==> src/rtl/serdes_pkg.sv <==
// Shared definitions for the SERDES job scheduler: widths, requester count
// and FSM state encoding.
package serdes_pkg;

    localparam int BYTE_W  = 8;
    localparam int NUM_REQ = 2;
    localparam int IDX_W   = 3;

    typedef logic [2:0] state_t;

    localparam state_t ST_IDLE  = 3'd0;
    localparam state_t ST_START = 3'd1;
    localparam state_t ST_SHIFT = 3'd2;
    localparam state_t ST_WAIT  = 3'd3;
    localparam state_t ST_RESP  = 3'd4;

endpackage

==> src/rtl/serdes_rr_arb.sv <==
// Two-way round-robin arbiter. A lone requester always wins; on a tie the
// pointer decides. The pointer moves to the loser only when a grant is issued.
module serdes_rr_arb
    import serdes_pkg::*;
(
    input  logic               clk,
    input  logic               rst,
    input  logic [NUM_REQ-1:0] req,
    input  logic               en,
    output logic [NUM_REQ-1:0] gnt,
    output logic               gnt_id
);

    logic ptr;

    // Pick the winner and decode it one-hot while enabled.
    always_comb begin
        gnt_id = (req == 2'b11) ? ptr : req[1];
        gnt    = '0;
        if (en && (|req)) begin
            gnt[gnt_id] = 1'b1;
        end
    end

    // Hand priority to the other requester after each grant.
    always_ff @(posedge clk) begin
        if (rst) begin
            ptr <= 1'b0;
        end else if (en && (|req)) begin
            ptr <= ~gnt_id;
        end
    end

endmodule

==> src/rtl/serdes_job_scheduler.sv <==
// Shares one bit-serial encryptor between two byte-parallel requesters:
// arbitrates whole jobs, shifts A/B out MSB first, waits for done with a
// timeout and returns the cipher tagged with the requester id.
module serdes_job_scheduler
    import serdes_pkg::*;
#(
    parameter int TIMEOUT = 32
) (
    input  logic               clk,
    input  logic               rst,
    input  logic [NUM_REQ-1:0] req_valid,
    output logic [NUM_REQ-1:0] req_ready,
    input  logic [BYTE_W-1:0]  req0_a,
    input  logic [BYTE_W-1:0]  req0_b,
    input  logic [BYTE_W-1:0]  req1_a,
    input  logic [BYTE_W-1:0]  req1_b,
    output logic               rsp_valid,
    input  logic               rsp_ready,
    output logic               rsp_id,
    output logic [BYTE_W-1:0]  rsp_cipher,
    output logic               rsp_err,
    output logic               enc_start,
    output logic               enc_a_bit,
    output logic               enc_b_bit,
    input  logic               enc_done,
    input  logic [BYTE_W-1:0]  enc_cipher,
    output logic               busy
);

    localparam logic [7:0] TO_LAST = 8'(TIMEOUT - 1);

    state_t             state;
    logic [IDX_W-1:0]   idx;
    logic [7:0]         cnt;
    logic [BYTE_W-1:0]  a_q;
    logic [BYTE_W-1:0]  b_q;
    logic               id_q;
    logic [NUM_REQ-1:0] gnt;
    logic               gnt_id;

    // Requests are only considered while idle; the grant is the handshake.
    serdes_rr_arb u_arb (
        .clk    (clk),
        .rst    (rst),
        .req    (req_valid),
        .en     (state == ST_IDLE),
        .gnt    (gnt),
        .gnt_id (gnt_id)
    );

    assign req_ready = gnt;

    // Job FSM: grant, start pulse, 8 serial bits, wait/timeout, response hold.
    always_ff @(posedge clk) begin
        if (rst) begin
            state      <= ST_IDLE;
            idx        <= '0;
            cnt        <= '0;
            a_q        <= '0;
            b_q        <= '0;
            id_q       <= 1'b0;
            enc_start  <= 1'b0;
            enc_a_bit  <= 1'b0;
            enc_b_bit  <= 1'b0;
            rsp_valid  <= 1'b0;
            rsp_id     <= 1'b0;
            rsp_cipher <= '0;
            rsp_err    <= 1'b0;
            busy       <= 1'b0;
        end else begin
            enc_start <= 1'b0;
            case (state)
                ST_IDLE: begin
                    if (|gnt) begin
                        a_q       <= gnt_id ? req1_a : req0_a;
                        b_q       <= gnt_id ? req1_b : req0_b;
                        id_q      <= gnt_id;
                        enc_start <= 1'b1;
                        busy      <= 1'b1;
                        state     <= ST_START;
                    end
                end
                ST_START: begin
                    idx       <= IDX_W'(7);
                    enc_a_bit <= a_q[7];
                    enc_b_bit <= b_q[7];
                    state     <= ST_SHIFT;
                end
                ST_SHIFT: begin
                    // The output registers already hold bit idx; preload the next one.
                    if (idx == '0) begin
                        enc_a_bit <= 1'b0;
                        enc_b_bit <= 1'b0;
                        cnt       <= '0;
                        state     <= ST_WAIT;
                    end else begin
                        enc_a_bit <= a_q[idx - 3'd1];
                        enc_b_bit <= b_q[idx - 3'd1];
                        idx       <= idx - 3'd1;
                    end
                end
                ST_WAIT: begin
                    if (enc_done) begin
                        rsp_valid  <= 1'b1;
                        rsp_id     <= id_q;
                        rsp_cipher <= enc_cipher;
                        rsp_err    <= 1'b0;
                        state      <= ST_RESP;
                    end else if (cnt == TO_LAST) begin
                        rsp_valid  <= 1'b1;
                        rsp_id     <= id_q;
                        rsp_cipher <= '0;
                        rsp_err    <= 1'b1;
                        state      <= ST_RESP;
                    end else begin
                        cnt <= cnt + 8'd1;
                    end
                end
                ST_RESP: begin
                    if (rsp_ready) begin
                        rsp_valid <= 1'b0;
                        busy      <= 1'b0;
                        state     <= ST_IDLE;
                    end
                end
                default: begin
                    busy  <= 1'b0;
                    state <= ST_IDLE;
                end
            endcase
        end
    end

endmodule

==> config.mk <==
export PLATFORM = sky130hd
export DESIGN_NAME = serdes_job_scheduler
export DESIGN_NICKNAME = d
export VERILOG_FILES = /design/src/rtl/serdes_pkg.sv /design/src/rtl/serdes_rr_arb.sv /design/src/rtl/serdes_job_scheduler.sv
export SDC_FILE = /design/constraint.sdc
export NUM_CORES = 1
export LEC_CHECK = 0
export CAP_MARGIN = 10
export CORE_MARGIN = 1.5
export CORE_UTILIZATION = 62
export CTS_CLUSTER_SIZE = 14
export DETAILED_ROUTE_END_ITERATION = 7
export DONT_BUFFER_PORTS = 1
export GPL_TIMING_DRIVEN = 0
export PLACE_DENSITY_LB_ADDON = 0.05
export SLEW_MARGIN = 10
export SYNTH_ARGS = -nofsm -noshare
export SYNTH_HDL_FRONTEND = slang
export SYNTH_SLANG_ARGS = --single-unit
==> constraint.sdc <==
create_clock -name clk -period 2.67 [get_ports clk]
set_input_delay 0.4005 -clock clk [delete_from_list [all_inputs] [get_ports clk]]
set_output_delay 0.4005 -clock clk [all_outputs]
set_load 0.1 [all_outputs]
==> results of run 1 <==
-- sequential cells by signal, summed over array words and instances, names as in the netlist, 3 cells and up --
name / count
b_q: 8
idx: 3
cnt: 8
state: 3
rsp_cipher: 8
a_q: 8
-- critical path, stage by stage (launching register included) --
cell	delay (ns)
dfxtp_1	0.33
buf_6	0.13
nor3_1	0.23
o211a_1	0.18
buf_2	0.19
buf_2	0.55
-- where the power goes --
| part | switching, uW | internal (uW) |
|---|---|---|
| Combinational | 255 | 185 |
| Sequential | 130 | 764 |
| Clock | 222 | 103 |
| Total | 606 | 1050 |
-- routing by layer --
metal  part of all wire, %  up-vias  GRT usage [%]
met3                   4.7        8           7.04
met4                   1.5        0           11.2
met5                     0        -              0
met1                    41      873           31.8
met2                    53       53           48.3
li1                      -      868              -
-- synth_stat cells (3+ instances only) --
library cell	number	area share [%]
inv_1	6	1.1
nand3_1	6	1.4
clkbuf_1	5	0.88
nand2b_1	3	0.88
a222oi_1	16	7.5
nor2_1	25	4.4
o21ai_0	4	0.94
a21oi_1	16	3.7
dfxtp_1	47	44
mux4_2	4	4.2
a31oi_1	3	0.88
a211oi_1	5	1.8
nand2_1	13	2.3
nor3_1	3	0.70
buf_2	7	1.6
nor2b_1	4	1.2
and3_1	3	0.88
or3_1	3	0.88
ha_1	3	1.8
a22o_1	10	4.1
a311oi_1	4	1.6
nand4_1	3	0.88
-- worst paths after layout --
kind / start / end / slack (ns) / cells after the start
worst max-delay path: state[0]$_SDFFE_PP0P_ / req_ready[1] / 0.27 / 5
worst min-delay path: enc_done / rsp_err$_SDFFE_PP0P_ / 0.10 / 1
worst max register to register: idx[0]$_SDFFE_PP0P_ / enc_a_bit$_SDFFE_PP0N_ / 0.51 / 6
worst min register to register: cnt[7]$_SDFFE_PP0P_ / cnt[7]$_SDFFE_PP0P_ / 0.48 / 2
-- stage by stage --
step / total power (uW) / area, sq um
after global routing: 1740 / 2250
after CTS: 1660 / 2250
after floorplan: 1260 / 2140
final: 1660 / 2250
after global placement: 1330 / 2200
after detailed placement: 1350 / 2200
-- kinds of logic after synthesis --
family	after synthesis
mux	7
compound gates	69
xor+xnor	1
fa+ha+maj	3
flops	47
buf+inv	22
simple gates	75
-- layout make-up --
class,instances,area (sq um)
Multi-Input combinational cell,155,1090
Fill cell,282,1060
Sequential cell,47,941
Buffer,16,83.8
Tap cell,46,57.6
Clock buffer,7,45.0
Inverter,6,22.5
Clock inverter,1,5.00
==> flow_metrics.tcl, run 1 <==
set metrics [dict create \
    wl_per_cell_um 17.7 \
    worstSetupPathType "register to output port" \
    routed_wl_um 4910 \
    cp-start-kind "register" \
    drv_slew 0 \
    cp-end-kind "output port" \
    synth_xor_area_share_pct 0.410 \
    grt-ovfl-total 0 \
    synth_area_sq_um 2140 \
    drc 0 \
    cts_tree "done" \
    muxShareOfSynthArea_pct 5.68 \
    synth-compound-area-share_pct 25.2 \
    setup_ws_ns 0.269 \
    max_clock_freq_mhz 417 \
    via_per_inst 6.48 \
    timing.hold.ws_ns 0.105 \
    hpwlAfterDp_um 3630 \
    power.leakage_uw 0.000831 \
    antenna_found_initial 0 \
    via_count 1802 \
    cts-root-buf "clkbuf_4" \
    grt_pass1_wl_um 7560 \
    path_max_fanout 10 \
    maxSlewHeadroom_pct 33.2 \
    cts-hold-fix-buffers 0 \
    placed_cells 270 \
    skew_ns 0.0130 \
    min_period_ns 2.40 \
    avgSynthCellArea_sq_um 9.55 \
    mostFrequentLayoutCell "dfxtp_1" \
    synth_top_family_by_area "compound AO/OA/AOI/OAI gates" \
    synth_edf_count 0 \
    initial_core_util_pct 64.6 \
    fin_crit_sh_pct 89.9 \
    antenna_cells 0 \
    powerDensity_nw_per_um2 738 \
    die_h_um 61.7 \
    htree_levels 2 \
    ys_seq_area_share_pct 44.0 \
    cts_resized 0 \
    drtIter0Drc 195 \
    pre_cts_slack_ns 0.500 \
    worstMarginPinSlew_ns 1.00 \
    tns_ns 0 \
    ant_nets 0 \
    die_area_sq_um 3810 \
    synthArstFlopShare_pct 0 \
    core_area_sq_um 3310 \
    clkSinkCount 47 \
    boundaryPins 63 \
    crit_arrival_ns 2.00 \
    syn_nets 273 \
    final_util_pct 67.8 \
    synth-seq-cells 47 \
    path_clk_slew_ns 0.14 \
    vdd_drop_max_v 0.000422 \
    num_rows 21 \
    grt_pass1_vias 1671 \
    synth_cell_types 48 \
    yosys.area_share.simple_pct 18.0 \
    first_pass_iters 5 \
    synth_cells 224 \
    cts_setup_buffers 0 \
    gp_congestion 0.849 \
    cts_made_buffers 5 \
    drive_above_1_share_pct 10.3 \
    cts_buffer_depth 2 \
    rsz0062_at_grt "no" \
    insertion_delay_ns 0.38 \
    synth-adder-area-share_pct 1.76 \
    setup_viol 0 \
    critPathRequiredTime_ns 2.27 \
    die_width_um 61.7 \
    layoutNonFillerInstCount 278 \
    hold_viol_final 0 \
    status "complete, no violations" \
    areaGrowthSynthToFinish_pct 5.03 \
    min_path_type "input pin to register" \
    grt_usage_pct 27.5 \
    layout_common_cells "dfxtp_1, nor2_1, a21oi_1, a222oi_1, nand2_1" \
    synthFlopType "dfxtp_1" \
    drv_cap 0 \
    grt_max_degree 14 \
    ys_warn_count 0 \
    io_buffers 0 \
    nets 280 \
]
(Power assumes the default switching activity.)
==> run 2, diff against run 1 <==
Settings changed: MAX_ROUTING_LAYER set to met4.
==> flow_metrics.tcl, run 2 (synthesis results as in run 1) <==
set metrics [dict create \
    status "complete, no violations" \
    ant_nets 0 \
    nets 280 \
    antenna_cells 0 \
    grt_pass1_wl_um 7390 \
    cp-start-kind "register" \
    grt-ovfl-total 0 \
    cts_buffer_depth 2 \
    hpwlAfterDp_um 3590 \
    first_pass_iters 6 \
    fin_crit_sh_pct 88.9 \
    areaGrowthSynthToFinish_pct 5.21 \
    path_max_fanout 10 \
    min_path_type "input pin to register" \
    reg2reg_setup_slack_ns 0.53 \
    cts_made_buffers 5 \
    min_period_ns 2.37 \
    via_count 1831 \
    drv_slew 0 \
    boundaryPins 63 \
    rsz0062_at_grt "no" \
    fill_cells 285 \
    critPathRequiredTime_ns 2.27 \
    die_width_um 61.7 \
    worstMarginPinSlew_ns 0.995 \
    cts-hold-fix-buffers 0 \
    design_area_sq_um 2250 \
    cts_tree "done" \
    cts-root-buf "clkbuf_4" \
    max_clock_freq_mhz 421 \
    insertion_delay_ns 0.37 \
    post_dp_cell_area_sq_um 2200 \
    mostFrequentLayoutCell "dfxtp_1" \
    hold_depth 1 \
    gp_congestion 0.855 \
    drv_cap 0 \
    drive_above_1_share_pct 10.8 \
    drtIter0Drc 188 \
    crit_path_start "state[0]$_SDFFE_PP0P_" \
    skew_ns 0.00808 \
    grt_max_degree 15 \
    path_clk_slew_ns 0.13 \
    grt_pass1_vias 1656 \
    grt_usage_pct 27.8 \
    io_buffers 0 \
    path_common_cell "buf_2" \
    crit_arrival_ns 1.97 \
    cts_resized 0 \
    layout_common_cells "dfxtp_1, nor2_1, a21oi_1, a222oi_1, nand2_1" \
    htree_levels 2 \
    path_cells "buf_6 > nor3_1 > o211a_1 > buf_2 > buf_2" \
    power.leakage_uw 0.000830 \
    initial_core_util_pct 64.6 \
    cp-end-kind "output port" \
    setup_viol 0 \
    worstRegToRegCells 6 \
    worstSetupPathType "register to output port" \
    num_rows 21 \
    wl_per_cell_um 17.5 \
    die_area_sq_um 3810 \
    cts_setup_buffers 0 \
    core_area_sq_um 3310 \
    tns_ns 0 \
    crit_end "req_ready[1]" \
    crit_slowest_cell "buf_2" \
    r2r-start "idx[0]$_SDFFE_PP0P_" \
    die_h_um 61.7 \
    powerDensity_nw_per_um2 739 \
    via_per_inst 6.59 \
    routed_wl_um 4860 \
    antenna_found_initial 0 \
    cp_slowest_stage_delay_ns 0.55 \
    drc 0 \
    clkSinkCount 47 \
    maxSlewHeadroom_pct 33.6 \
    hold_viol_final 0 \
    r2r-end "enc_a_bit$_SDFFE_PP0N_" \
    vdd_drop_max_v 0.000475 \
]
## run 2: layout make-up
type / instances / area (sq um) / share of cell area [%]
clock inverter: 2 / 12.5 / 0.556
inverter: 6 / 22.5 / 1.00
buffer: 16 / 83.8 / 3.73
sequential: 47 / 941 / 41.8
multi-input combinational: 155 / 1090 / 48.5
clock buffer: 6 / 41.3 / 1.84
tap: 46 / 57.6 / 2.56
## run 2: how the worst min path moves through the flow
stage	startpoint	endpoint	slack, ns
finish	enc_done	rsp_err$_SDFFE_PP0P_	0.11
global route	enc_done	rsp_err$_SDFFE_PP0P_	0.1
CTS	enc_done	rsp_err$_SDFFE_PP0P_	0.10
floorplan	cnt[7]$_SDFFE_PP0P_	cnt[7]$_SDFFE_PP0P_	0.44
detailed placement	cnt[7]$_SDFFE_PP0P_	cnt[7]$_SDFFE_PP0P_	0.47
global placement	cnt[7]$_SDFFE_PP0P_	cnt[7]$_SDFFE_PP0P_	0.46
## run 2: metrics by stage
stage               hold slack, ns  std cells  setup slack, ns  util, %  total power [uW]
CTS                          0.102        278            0.275     68.0              1670
detailed placement           0.474        270            0.501     66.3              1350
finish                       0.112        278            0.297     68.0              1660
global placement             0.457        270            0.498     66.3              1330
floorplan                    0.443        224            0.793        -              1260
global route                0.0953        278            0.191     68.0              1750
## run 2: layer usage
layer / GRT usage [%] / wire [um] / up-vias
met5: - / 0 / -
met2: 48.7 / 2440 / 91
met3: 6.00 / 344 / 11
met1: 30.4 / 1970 / 857
li1: - / - / 872
met4: 11.6 / 100 / 0
## run 2: where the power goes
| part | switching [uW] | internal (uW) |
|---|---|---|
| Clock | 229 | 102 |
| Combinational | 253 | 185 |
| Sequential | 130 | 764 |
| Total | 612 | 1050 |
## run 2: worst max-delay path, delay by kind of cell, from the launching register on
family,cells,cell delay [ns]
AO/OA/AOI/OAI,1,0.19
buffers and inverters,3,0.87
flip-flops,1,0.33
AND/OR/NAND/NOR,1,0.23
==> run 3, diff against run 2 <==
Settings changed: CTS_CLUSTER_SIZE 14 to unset.
==> results of run 3 <==
The final DEF is identical to that of run 2; final timing and power are the same.
